===== config.mk =====
export PLATFORM = sky130hd
export DESIGN_NAME = div_seq
export DESIGN_NICKNAME = d
export VERILOG_FILES = /design/src/rtl/cpu_pkg.sv /design/src/rtl/div_step.sv /design/src/rtl/div_seq.sv
export SDC_FILE = /design/constraint.sdc
export NUM_CORES = 1
export LEC_CHECK = 0
export ABC_AREA = 1
export ABC_CLOCK_PERIOD_IN_PS = 6100
export CAP_MARGIN = 25
export CORE_ASPECT_RATIO = 1.4
export CORE_MARGIN = 2
export CORE_UTILIZATION = 45
export DETAILED_ROUTE_END_ITERATION = 7
export GPL_ROUTABILITY_DRIVEN = 0
export GPL_TIMING_DRIVEN = 1
export PLACE_DENSITY = 0.7
export SYNTH_ARGS = -nofsm -noshare
export SYNTH_HDL_FRONTEND = slang
export SYNTH_SLANG_ARGS = --single-unit
export TNS_END_PERCENT = 30

===== constraint.sdc =====
create_clock -name clk -period 6.1 [get_ports clk]
set_clock_uncertainty 0.05 [all_clocks]
set_input_delay 0.61 -clock clk [delete_from_list [all_inputs] [get_ports clk]]
set_output_delay 0.61 -clock clk [all_outputs]
set_load 0.05 [all_outputs]

===== src/rtl/cpu_pkg.sv =====
`default_nettype none
// +----------------------------------------------------------------+
// | cpu_pkg - shared divider widths and divider state encoding      |
// | Rev 1.0                                                         |
// +----------------------------------------------------------------+
package cpu_pkg;

  localparam int DIV_W     = 32;
  localparam int DIV_CNT_W = 5;

  typedef enum logic [1:0] {
    DIV_IDLE = 2'd0,
    DIV_RUN  = 2'd1,
    DIV_FIX  = 2'd2,
    DIV_DONE = 2'd3
  } div_state_t;

endpackage
`default_nettype wire


===== src/rtl/div_step.sv =====
`default_nettype none
// +----------------------------------------------------------------+
// | div_step - one restoring shift/trial-subtract step (comb)       |
// | Rev 1.0                                                         |
// +----------------------------------------------------------------+
module div_step
  import cpu_pkg::*;
#(
  parameter int WIDTH = DIV_W
) (
  input  logic [WIDTH-1:0] rem,
  input  logic [WIDTH-1:0] quo,
  input  logic [WIDTH-1:0] dmag,
  output logic [WIDTH-1:0] rem_next,
  output logic [WIDTH-1:0] quo_next
);

  logic [WIDTH:0]   w_shift;
  logic [WIDTH+1:0] w_trial;
  logic             w_nonneg;
  logic             w_unused_msb;

  assign w_shift  = {rem, quo[WIDTH-1]};
  // Extra top bit acts as the borrow of the WIDTH+1-bit subtract.
  assign w_trial  = {1'b0, w_shift} - {2'b00, dmag};
  assign w_nonneg = ~w_trial[WIDTH+1];

  // A kept difference is always below dmag, so bit WIDTH is zero there.
  assign w_unused_msb = w_trial[WIDTH];

  assign rem_next = w_nonneg ? w_trial[WIDTH-1:0] : w_shift[WIDTH-1:0];
  assign quo_next = {quo[WIDTH-2:0], w_nonneg};

endmodule
`default_nettype wire


===== src/rtl/div_seq.sv =====
`default_nettype none
// +----------------------------------------------------------------+
// | div_seq - 32-step restoring divider, start/busy/done handshake  |
// | Optional macro DIVU_EN adds is_unsigned (divu). Rev 1.0         |
// +----------------------------------------------------------------+
module div_seq
  import cpu_pkg::*;
#(
  parameter int WIDTH = DIV_W
) (
  input  logic             clk,
  input  logic             reset,
  input  logic             start,
  input  logic [WIDTH-1:0] dividend,
  input  logic [WIDTH-1:0] divisor,
`ifdef DIVU_EN
  input  logic             is_unsigned,
`endif
  output logic             busy,
  output logic             done,
  output logic             div_zero,
  output logic [WIDTH-1:0] hi,
  output logic [WIDTH-1:0] lo
);

  div_state_t           r_state;
  logic [DIV_CNT_W-1:0] r_cnt;
  logic [WIDTH-1:0]     r_rem;
  logic [WIDTH-1:0]     r_quo;
  logic [WIDTH-1:0]     r_dmag;
  logic                 r_neg_q;
  logic                 r_neg_r;
  logic                 r_zero;

  logic                 w_uns;
  logic                 w_dvd_neg;
  logic                 w_dvs_neg;
  logic [WIDTH-1:0]     w_dvd_mag;
  logic [WIDTH-1:0]     w_dvs_mag;
  logic [WIDTH-1:0]     w_rem_nx;
  logic [WIDTH-1:0]     w_quo_nx;

`ifdef DIVU_EN
  assign w_uns = is_unsigned;
`else
  assign w_uns = 1'b0;
`endif

  // Unsigned operands skip magnitude conversion; clearing the signs also skips FIX correction.
  assign w_dvd_neg = ~w_uns & dividend[WIDTH-1];
  assign w_dvs_neg = ~w_uns & divisor[WIDTH-1];
  assign w_dvd_mag = w_dvd_neg ? -dividend : dividend;
  assign w_dvs_mag = w_dvs_neg ? -divisor  : divisor;

  div_step #(
    .WIDTH    (WIDTH)
  ) u_step (
    .rem      (r_rem),
    .quo      (r_quo),
    .dmag     (r_dmag),
    .rem_next (w_rem_nx),
    .quo_next (w_quo_nx)
  );

  always_ff @(posedge clk or posedge reset) begin
    if (reset) begin
      r_state  <= DIV_IDLE;
      r_cnt    <= '0;
      r_rem    <= '0;
      r_quo    <= '0;
      r_dmag   <= '0;
      r_neg_q  <= 1'b0;
      r_neg_r  <= 1'b0;
      r_zero   <= 1'b0;
      busy     <= 1'b0;
      done     <= 1'b0;
      div_zero <= 1'b0;
      hi       <= '0;
      lo       <= '0;
    end else begin
      done <= 1'b0;
      case (r_state)
        DIV_IDLE: begin
          if (start) begin
            busy     <= 1'b1;
            div_zero <= 1'b0;
            r_zero   <= (divisor == '0);
            if (divisor == '0) begin
              r_state <= DIV_DONE;
            end else begin
              r_rem   <= '0;
              r_quo   <= w_dvd_mag;
              r_dmag  <= w_dvs_mag;
              r_neg_q <= w_dvd_neg ^ w_dvs_neg;
              r_neg_r <= w_dvd_neg;
              r_cnt   <= DIV_CNT_W'(WIDTH - 1);
              r_state <= DIV_RUN;
            end
          end
        end
        DIV_RUN: begin
          r_rem <= w_rem_nx;
          r_quo <= w_quo_nx;
          if (r_cnt == '0) begin
            r_state <= DIV_FIX;
          end else begin
            r_cnt <= r_cnt - 1'b1;
          end
        end
        DIV_FIX: begin
          lo      <= r_neg_q ? -r_quo : r_quo;
          hi      <= r_neg_r ? -r_rem : r_rem;
          r_state <= DIV_DONE;
        end
        DIV_DONE: begin
          // hi/lo are left untouched on divide-by-zero.
          done     <= 1'b1;
          busy     <= 1'b0;
          div_zero <= r_zero;
          r_state  <= DIV_IDLE;
        end
        default: r_state <= DIV_IDLE;
      endcase
    end
  end

endmodule
`default_nettype wire

== After elaboration in Yosys (flattened, before gate mapping) ==
Cells that the tools add are included.
Word-level totals
  output and inout bits: 67
  register bits: 173
  bits of input ports: 67
Cells by class
  reductions and logical operators: 11
  bitwise operators: 3
  equal/unequal tests: 7
  multiplexer cells: 24
  $add $sub $neg: 6
Operators with widths (count)
  32-bit 2-to-1 mux: 9
  32-bit negation: 4
  32-bit one-hot mux with 2 select lines: 2
  33-bit by 32-bit subtractor with 34-bit output: 1
  32-bit zero test: 1
  5-bit 2-to-1 mux: 3
  5-bit one-hot mux with 2 select lines: 1
  2-bit != test (second input constant): 4
  2-bit one-hot mux with 4 select lines: 1
  2-bit 2-to-1 mux: 3
  2-bit AND reduction: 3
  3-bit AND reduction: 2
  5-bit zero test: 1
  5-bit by 1-bit subtractor with 5-bit output (second input constant): 1
  2-bit == test (second input constant): 2
  1-bit one-hot mux with 2 select lines: 2
  4-bit AND reduction: 1
  2-bit nonzero test: 2
  1-bit 2-to-1 mux: 3
  2-bit by 1-bit == test with 1-bit output (second input constant): 1
  2-bit zero test: 1
  1-bit NOT: 2
  1-bit XOR: 1

== Longest topological paths before layout ==
Gate-level depths: netlist of run 1.
  depth after elaboration: 5
  mapped depth: 17
  mapped depth without buffers: 16

== Hierarchy ==
From an unflattened synthesis of run 1, not the netlist that was laid out.
Second synthesis, totals
  cells, all modules: 2225
  area total of the unflattened synthesis: 14252.4 um2
By module, submodules not included
  div_seq: cells an instance 1554, area an instance 10886.7 um2, instances 1
  div_step: cells an instance 671, area an instance 3365.7 um2, instances 1

== Worst setup path before layout of run 1 ==
OpenSTA, ideal clock, no wires.
  path type: register to register
  start point: register r_quo[31]
  end point: register r_rem[16]
  slack: 4100 ps
  required time: 5932 ps
  library setup time: 118 ps
  data arrival time: 1832 ps
  cell stages (with the launch flop): 14
  cell sequence: dfrtp_1 > inv_1 > ha_1 > inv_1 > fa_1 > nand2_1 > nand3_1 > nand3_1 > nand2_1 > a21oi_1 > xor2_1 > nand2_1 > nand3_1 > nand2_1
Between the ends
  longest elaborated chain between the ends: 3
Ends and longest elaborated chain
  start: declaration: RTL line div_seq.sv:29  | logic [WIDTH-1:0] r_quo;
  start signal: assignment: RTL line div_seq.sv:92  | r_quo <= w_dvd_mag;
  start signal: assignment: RTL line div_seq.sv:103  | r_quo <= w_quo_nx;
  33-bit by 32-bit subtractor with 34-bit output: RTL line div_step.sv:25  | assign w_trial = {1'b0, w_shift} - {2'b00, dmag};
  32-bit 2-to-1 mux: RTL line div_step.sv:31  | assign rem_next = w_nonneg ? w_trial[WIDTH-1:0] : w_shift[WIDTH-1:0];
  32-bit one-hot mux with 2 select lines: RTL line div_seq.sv:82  | case (r_state)
  end signal: assignment: RTL line div_seq.sv:102  | r_rem <= w_rem_nx;
  end: declaration: RTL line div_seq.sv:28  | logic [WIDTH-1:0] r_rem;
Every way passes these cells.
A chain may end at the register's enable or synchronous reset.

== Worst setup path after layout of run 1 ==
  start point: input divisor[0]
  end point: register r_quo[7]
Between the ends
  longest elaborated chain between the ends: 3
Ends and longest elaborated chain
  start: declaration: RTL line div_seq.sv:15  | input logic [WIDTH-1:0] divisor,
  32-bit zero test: RTL line div_seq.sv:88  | if (divisor == '0) begin
  2-bit != test (no line)
  3-bit AND reduction (no line)
Every way passes these cells.

==> results.py, run 1 <==
metrics = {
    "global_route": {
        "grt_util_all_layers": 0.252,
        "grt-ovfl-total": 0,
        "grt_pass1_vias": 12700,
        "grt_pass1_wl_mm": 62.5,
        "grt_start_max_net_pins": 76,
        "antenna_found_initial": 0,
    },
    "layout": {
        "final_layout_size_suffix_gt1_frac": 0.0508,
        "nNetsFinal": 2243,
        "syn_to_final_growth_pct": 16.1,
        "antenna_cells": 0,
    },
    "cts": {
        "htreeDepth": 4,
        "clkSinkCount": 173,
        "ctsHoldBuffers": 0,
        "cts-buffers-inserted": 17,
        "clock-root-buffer": "clkbuf_16",
        "cts_resized": 0,
        "post_cts_buffers": 0,
        "clk_latency_ps": 450,
        "cts_buffer_depth": 2,
        "clk_transition_reported_paths_ps": 70,
        "cts_tree": "built",
    },
    "sta": {
        "worst_slew_pin_slew_ps": 743,
        "setup_viol": 0,
        "tns_ps": 0,
        "fin_crit_sh": 0.509,
        "slew_violations": 0,
        "min_period_ps": 3100,
        "rsz0062_at_grt": "false",
        "fmax_mhz": 322,
        "hold_viol": 0,
        "slew-limit-headroom": 0.500,
    },
    "floorplanning": {
        "rows": 74,
        "die_x_microns": 149,
        "die_y_microns": 208,
        "initial_core_util": 0.457,
        "io_pins": 134,
        "die_area_sq_mm": 0.0310,
        "core-area_sq_mm": 0.0292,
    },
    "logic_synthesis": {
        "synth_simple_gate_area_frac": 0.358,
        "synth_nets": 2146,
        "synth_xor_area_frac": 0.0546,
        "synth.distinct_cells": 47,
        "syn-instance-count": 2036,
        "synth_top_area_cell": "dfrtp_1",
        "yosysTopAreaCellShare": 0.325,
        "synth_seq_cells": 173,
        "synth.area.mux_share": 0,
        "synth_top_family_by_area": "simple AND/OR/NAND/NOR gates",
        "avgSynthCellArea_sq_um": 6.54,
        "yosys_warnings": 0,
        "synth_most_common_cell": "nand2_1",
        "syn_area_sq_mm": 0.0133,
        "synth_ff_type": "dfrtp_1",
        "synthArstFlopShare": 1.00,
        "synth_edf_count": 0,
        "seq_area_frac_synth": 0.325,
        "synth-compound-area-share": 0.109,
        "synth_common_cells": "622 x nand2_1, 285 x inv_1, 216 x nand3_1",
        "synth_fa_ha_area_frac": 0.0410,
        "synth_top_cells_by_area": "dfrtp_1 33%, nand2_1 18%, nand3_1 8.1%, inv_1 8.0%, nor2_1 5.0%",
    },
    "routing": {
        "dr.pass1.iters": 5,
        "routed_via_density": 5.25,
        "post_drt_wl_per_cell_microns": 15.4,
        "ant_nets": 0,
        "drc": 0,
        "vias": 13300,
        "totalWireLength_mm": 38.8,
        "drt-initial-drc-count": 903,
    },
    "setup_path": {
        "worstPathArrival_ps": 3420,
        "cp_max_fo": 53,
        "path_delay_family": "buffers and inverters",
        "cp_num_buf_inv": 3,
        "crit_path_end_kind": "flip-flop",
        "critical_path.cell_chain": "clkdlybuf4s50_1, inv_1, ha_1, nand3_1, nor2_1, nand2_1, nor2_2, nand2_2, nand3_4, inv_4, o211ai_1, o21ai_2",
        "critical_path_class": "input pin to flip-flop",
        "crit_path_max_incr_delay_ps": 710,
        "worstSetupStartpointType": "input pin",
        "worstPathRequired_ps": 6420,
        "crit_path_top_delay_cell": "inv_4",
    },
    "run": {
        "cap_violations": 0,
    },
    "power_and_ir_drop": {
        "ir_drop_v": 0.000234,
        "power_mw": 9.40,
        "powerDensity_mw_per_mm2": 608,
        "leakagePower_nw": 7.86,
    },
    "min_path": {
        "hold_path.class": "flip-flop to flip-flop",
    },
    "placement": {
        "dp_hpwl_mm": 30.1,
        "portBuffers": 133,
    },
    "status": {
        "outcome": "finished clean",
    },
}
## layout by cell type (no fill, tap or decap), drive strengths merged, types with 2 or more instances in the layout
cell           netlist  layout
o21ai              155     155
and2                 4       4
xnor2               19      19
dfrtp              173     173
nor2               190     190
bufinv               0       2
nand4               26      26
nand2              631     631
o22ai                2       2
xor2                64      64
inv                292     297
clkbuf              29      18
o211ai              13      13
clkdlybuf4s50        0     133
a31oi               23      23
nand3              223     223
nor3                22      22
nor4                 5       5
or2                  5       5
a21oi               56      56
clkinv               2       7
o21a                 2       2
nand3b              11      11
buf                 39      13
ha                  42      42
o31ai                3       3
clkinvlp             0       2
## cell families (layout without fill, tap and decap cells)
group / count (synthesis) / after routing
simple gates: 1118 / 1118
buf+inv: 362 / 472
xor+xnor: 83 / 83
flops: 173 / 173
compound gates: 257 / 257
fa+ha+maj: 43 / 43
## final cells by class
cell class	count	area, sq um
inverter	294	1110
timing repair buffer	146	1450
sequential	173	4330
clock buffer	18	439
multi-input combinational	1501	7500
clock inverter	14	161
tap	380	475
fill	2924	13700
## power by group
group | internal (mW) | total, mW | switching, mW
Combinational | 2.01 | 6.12 | 4.11
Clock | 0.623 | 1.12 | 0.499
Sequential | 1.68 | 2.16 | 0.477
## flip-flops by register name, indices dropped and copies added (netlist names)
name	count
hi	32
lo	32
r_dmag	32
r_quo	32
r_rem	32
r_cnt	5
r_state	2
busy	1
div_zero	1
done	1
r_neg_q	1
r_neg_r	1
r_zero	1
## worst register-to-register path, delay by kind of cell, from the launching register on
family	cells	cell delay [ps]
AND/OR/NAND/NOR	6	790
AO/OA/AOI/OAI	3	690
flip-flops	1	490
buffers and inverters	3	480
adder cells (fa/ha/maj)	1	430
## layer usage
metal / part of all wire / global-route usage / up-vias / wire length, microns
li1: - / - / 6680 / -
met3: 0.046 / 0.0284 / 89 / 1780
met5: 0 / 0 / - / 0
met2: 0.50 / 0.451 / 418 / 19600
met4: 0.045 / 0.123 / 0 / 1740
met1: 0.41 / 0.296 / 6064 / 15700
## stage by stage
step	instance area (sq um)	setup slack (ps)	util	cells	hold WS, ps
6_report	15500	3000	0.530	2526	435
3_3_place_gp	14800	2620	0.509	2493	415
4_1_cts	15500	2990	0.530	2526	438
2_1_floorplan	13300	752	-	2036	403
5_1_grt	15500	2780	0.530	2526	459
3_5_place_dp	14900	2540	0.510	2494	420
## worst paths after layout
check,cells after the start,start,endpoint,slack [ps]
max,12,divisor[0],r_quo[7]$_DFFE_PP0P_,3000
min,2,r_dmag[6]$_DFFE_PP0P_,r_dmag[6]$_DFFE_PP0P_,440
max reg2reg,13,r_rem[22]$_DFFE_PP0P_,r_rem[5]$_DFFE_PP0P_,3090
min reg2reg,2,r_dmag[6]$_DFFE_PP0P_,r_dmag[6]$_DFFE_PP0P_,440
max in group asynchronous,3,reset,lo[24]$_DFFE_PP0P_,4210
min in group asynchronous,2,reset,lo[11]$_DFFE_PP0P_,600
Note: power is estimated with default switching activity, not from simulation.
==> run 2: changes to the inputs <==
--- a/config.mk
+++ b/config.mk
@@ -6,7 +6,7 @@
 export NUM_CORES = 1
 export LEC_CHECK = 0
 export ABC_AREA = 1
-export ABC_CLOCK_PERIOD_IN_PS = 6100
+export ABC_CLOCK_PERIOD_IN_PS = 2500
 export CAP_MARGIN = 25
 export CORE_ASPECT_RATIO = 1.4
 export CORE_MARGIN = 2
@@ -14,7 +14,7 @@
 export DETAILED_ROUTE_END_ITERATION = 7
 export GPL_ROUTABILITY_DRIVEN = 0
 export GPL_TIMING_DRIVEN = 1
-export PLACE_DENSITY = 0.7
+export PLACE_DENSITY = 0.73
 export SYNTH_ARGS = -nofsm -noshare
 export SYNTH_HDL_FRONTEND = slang
 export SYNTH_SLANG_ARGS = --single-unit
==> constraint.sdc (replaced) <==
create_clock -name clk -period 2.5 [get_ports clk]
set_clock_uncertainty 0.05 [all_clocks]
set_input_delay 0.25 -clock clk [delete_from_list [all_inputs] [get_ports clk]]
set_output_delay 0.25 -clock clk [all_outputs]
set_load 0.05 [all_outputs]
==> run 2 against run 1 <==
Sequential share of layout area shrank 0.61 points; global-route usage grew 0.39 points; via count grew 1.6%; cell count grew 1.3%; combinational power grew to 2.5 times the previous value; worst hold slack lost 370 ps; clock power grew 130%; register-to-register slack lost 2900 ps; first-iteration DRC count shrank 15%; critical path type is now flip-flop to flip-flop; largest cell class unchanged.
==> results.py, run 2 (synthesis gave the netlist of run 1 again) <==
metrics = {
    "status": {
        "outcome": "finished clean",
    },
    "setup_path": {
        "worstSetupStartpointType": "flip-flop",
        "crit_start": "r_rem[9]$_DFFE_PP0P_",
        "worstPathRequired_ps": 2760,
        "reg2reg_depth": 14,
        "crit_path_max_incr_delay_ps": 460,
        "critical_path.cell_chain": "ha_1, nand2_1, nand2_1, nand2_1, nand3_1, nand2_1, nand2_1, inv_2, nand2_2, nand2_8, buf_8, nand3_1, nand3_1, o21ai_1",
        "timing.rr.end": "r_rem[8]$_DFFE_PP0P_",
        "crit_path_end_kind": "flip-flop",
        "worst_path_most_repeated_cell": "nand2_1",
        "critical_path_class": "flip-flop to flip-flop",
        "reg2reg_from": "r_rem[9]$_DFFE_PP0P_",
        "rrSetupSlack_ps": 140,
        "worstPathArrival_ps": 2610,
        "cp_max_fo": 23,
        "crit_path_top_delay_cell": "dfrtp_1",
    },
    "floorplanning": {
        "rows": 74,
        "core-area_sq_mm": 0.0292,
        "die_area_sq_mm": 0.0310,
        "initial_core_util": 0.457,
        "die_x_microns": 149,
        "die_y_microns": 208,
        "io_pins": 134,
    },
    "routing": {
        "dr.pass1.iters": 5,
        "totalWireLength_mm": 39.0,
        "post_drt_wl_per_cell_microns": 15.2,
        "drt-initial-drc-count": 770,
        "ant_nets": 0,
        "drc": 0,
        "routed_via_density": 5.26,
        "vias": 13500,
    },
    "sta": {
        "fin_crit_sh": 0.943,
        "setup_viol": 0,
        "hold_viol": 0,
        "worst_slew_pin_slew_ps": 618,
        "slew-limit-headroom": 0.588,
        "min_period_ps": 2360,
        "slew_violations": 0,
        "fmax_mhz": 424,
        "rsz0062_at_grt": "false",
    },
    "power_and_ir_drop": {
        "combPwrFrac": 0.666,
        "ir_drop_v": 0.000903,
        "switchingPower_mw": 12.6,
        "power_frac_clock": 0.109,
        "power_frac_seq": 0.225,
        "leakagePower_nw": 8.01,
        "power.internal_mw": 10.9,
        "p_sw_frac": 0.536,
        "power_mw": 23.5,
        "powerDensity_mw_per_mm2": 1480,
    },
    "placement": {
        "portBuffers": 133,
        "dp_hpwl_mm": 30.6,
    },
    "global_route": {
        "grt_util_all_layers": 0.256,
        "grt_pass1_wl_mm": 64.0,
        "antenna_found_initial": 0,
        "grt-ovfl-total": 0,
        "grt_start_max_net_pins": 89,
        "grt_pass1_vias": 13000,
    },
    "cts": {
        "clock-root-buffer": "clkbuf_16",
        "ctsHoldBuffers": 0,
        "cts_tree": "built",
        "clkSinkCount": 173,
        "htreeDepth": 4,
        "clk_latency_ps": 440,
        "clk_transition_reported_paths_ps": 70,
        "cts_buffer_depth": 2,
        "cts-buffers-inserted": 17,
    },
    "layout": {
        "nNetsFinal": 2277,
        "antenna_cells": 0,
        "final_cell_mix": "621 x nand2_1, 283 x inv_1, 216 x nand3_1",
        "final_common_cell": "nand2_1",
        "syn_to_final_growth_pct": 18.8,
        "final_layout_size_suffix_gt1_frac": 0.0675,
        "final_util": 0.542,
    },
    "run": {
        "cap_violations": 0,
    },
    "min_path": {
        "hold_path.class": "input pin to asynchronous set/reset pin",
    },
}
[run 2: layout make-up]
class,instances,area (sq um)
timing repair buffer,179,1770
clock inverter,11,109
multi-input combinational,1502,7570
fill,2848,13400
clock buffer,20,447
sequential,173,4330
tap,380,475
inverter,294,1110
[run 2: repair_timing]
| item | in CTS | in global routing |
|---|---|---|
| gates resized for setup | 0 | 11 |
| buffers inserted | 0 | 1 |
| setup endpoints to repair | 0 | 33 |
[run 2: how the worst max path moves through the flow]
stage                             to  slack (ps)
3_5_place_dp    r_quo[9]$_DFFE_PP0P_         -80
4_1_cts        r_rem[31]$_DFFE_PP0P_          50
5_1_grt        r_rem[10]$_DFFE_PP0P_          20
2_1_floorplan       busy$_DFFE_PP0P_         -10
3_3_place_gp    r_cnt[2]$_DFFE_PP0P_         -40
6_report        r_rem[8]$_DFFE_PP0P_         140
[run 2: worst max-delay path: cells and delay by family, from the launching register on]
kind | cells | cell delay, ps
simple gates | 10 | 960
buf+inv | 2 | 280
flops | 1 | 460
fa+ha+maj | 1 | 390
compound gates | 1 | 60
[run 2: per-stage QoR]
stage          setup slack [ps]  cell area [sq um]  setup TNS [ps]  hold WS (ps)  instances
2_1_floorplan             -10.7              13300           -1850           381       2036
3_3_place_gp              -43.2              15200           -99.5           414       2526
3_5_place_dp              -80.9              15200            -460           420       2526
4_1_cts                    47.1              15700               0          58.9       2557
5_1_grt                    23.5              15800               0          77.2       2559
6_report                    141              15800               0          67.4       2559
[run 2: routing by layer]
layer | routed length (microns) | global-route usage | vias up
met5 | 0 | 0 | -
met4 | 1610 | 0.122 | 0
met3 | 2030 | 0.0295 | 94
met2 | 19600 | 0.454 | 448
met1 | 15700 | 0.306 | 6164
li1 | - | - | 6754
[run 2: power by group through the flow]
stage,logic [mW],registers (mW),clock network (mW)
final,15.6,5.27,2.56
after floorplan,9.63,6.65,0
after CTS,15.3,5.23,2.61
after global placement,14.9,5.21,0
after detailed placement,15.2,5.26,0
after global routing,17.3,5.39,2.74
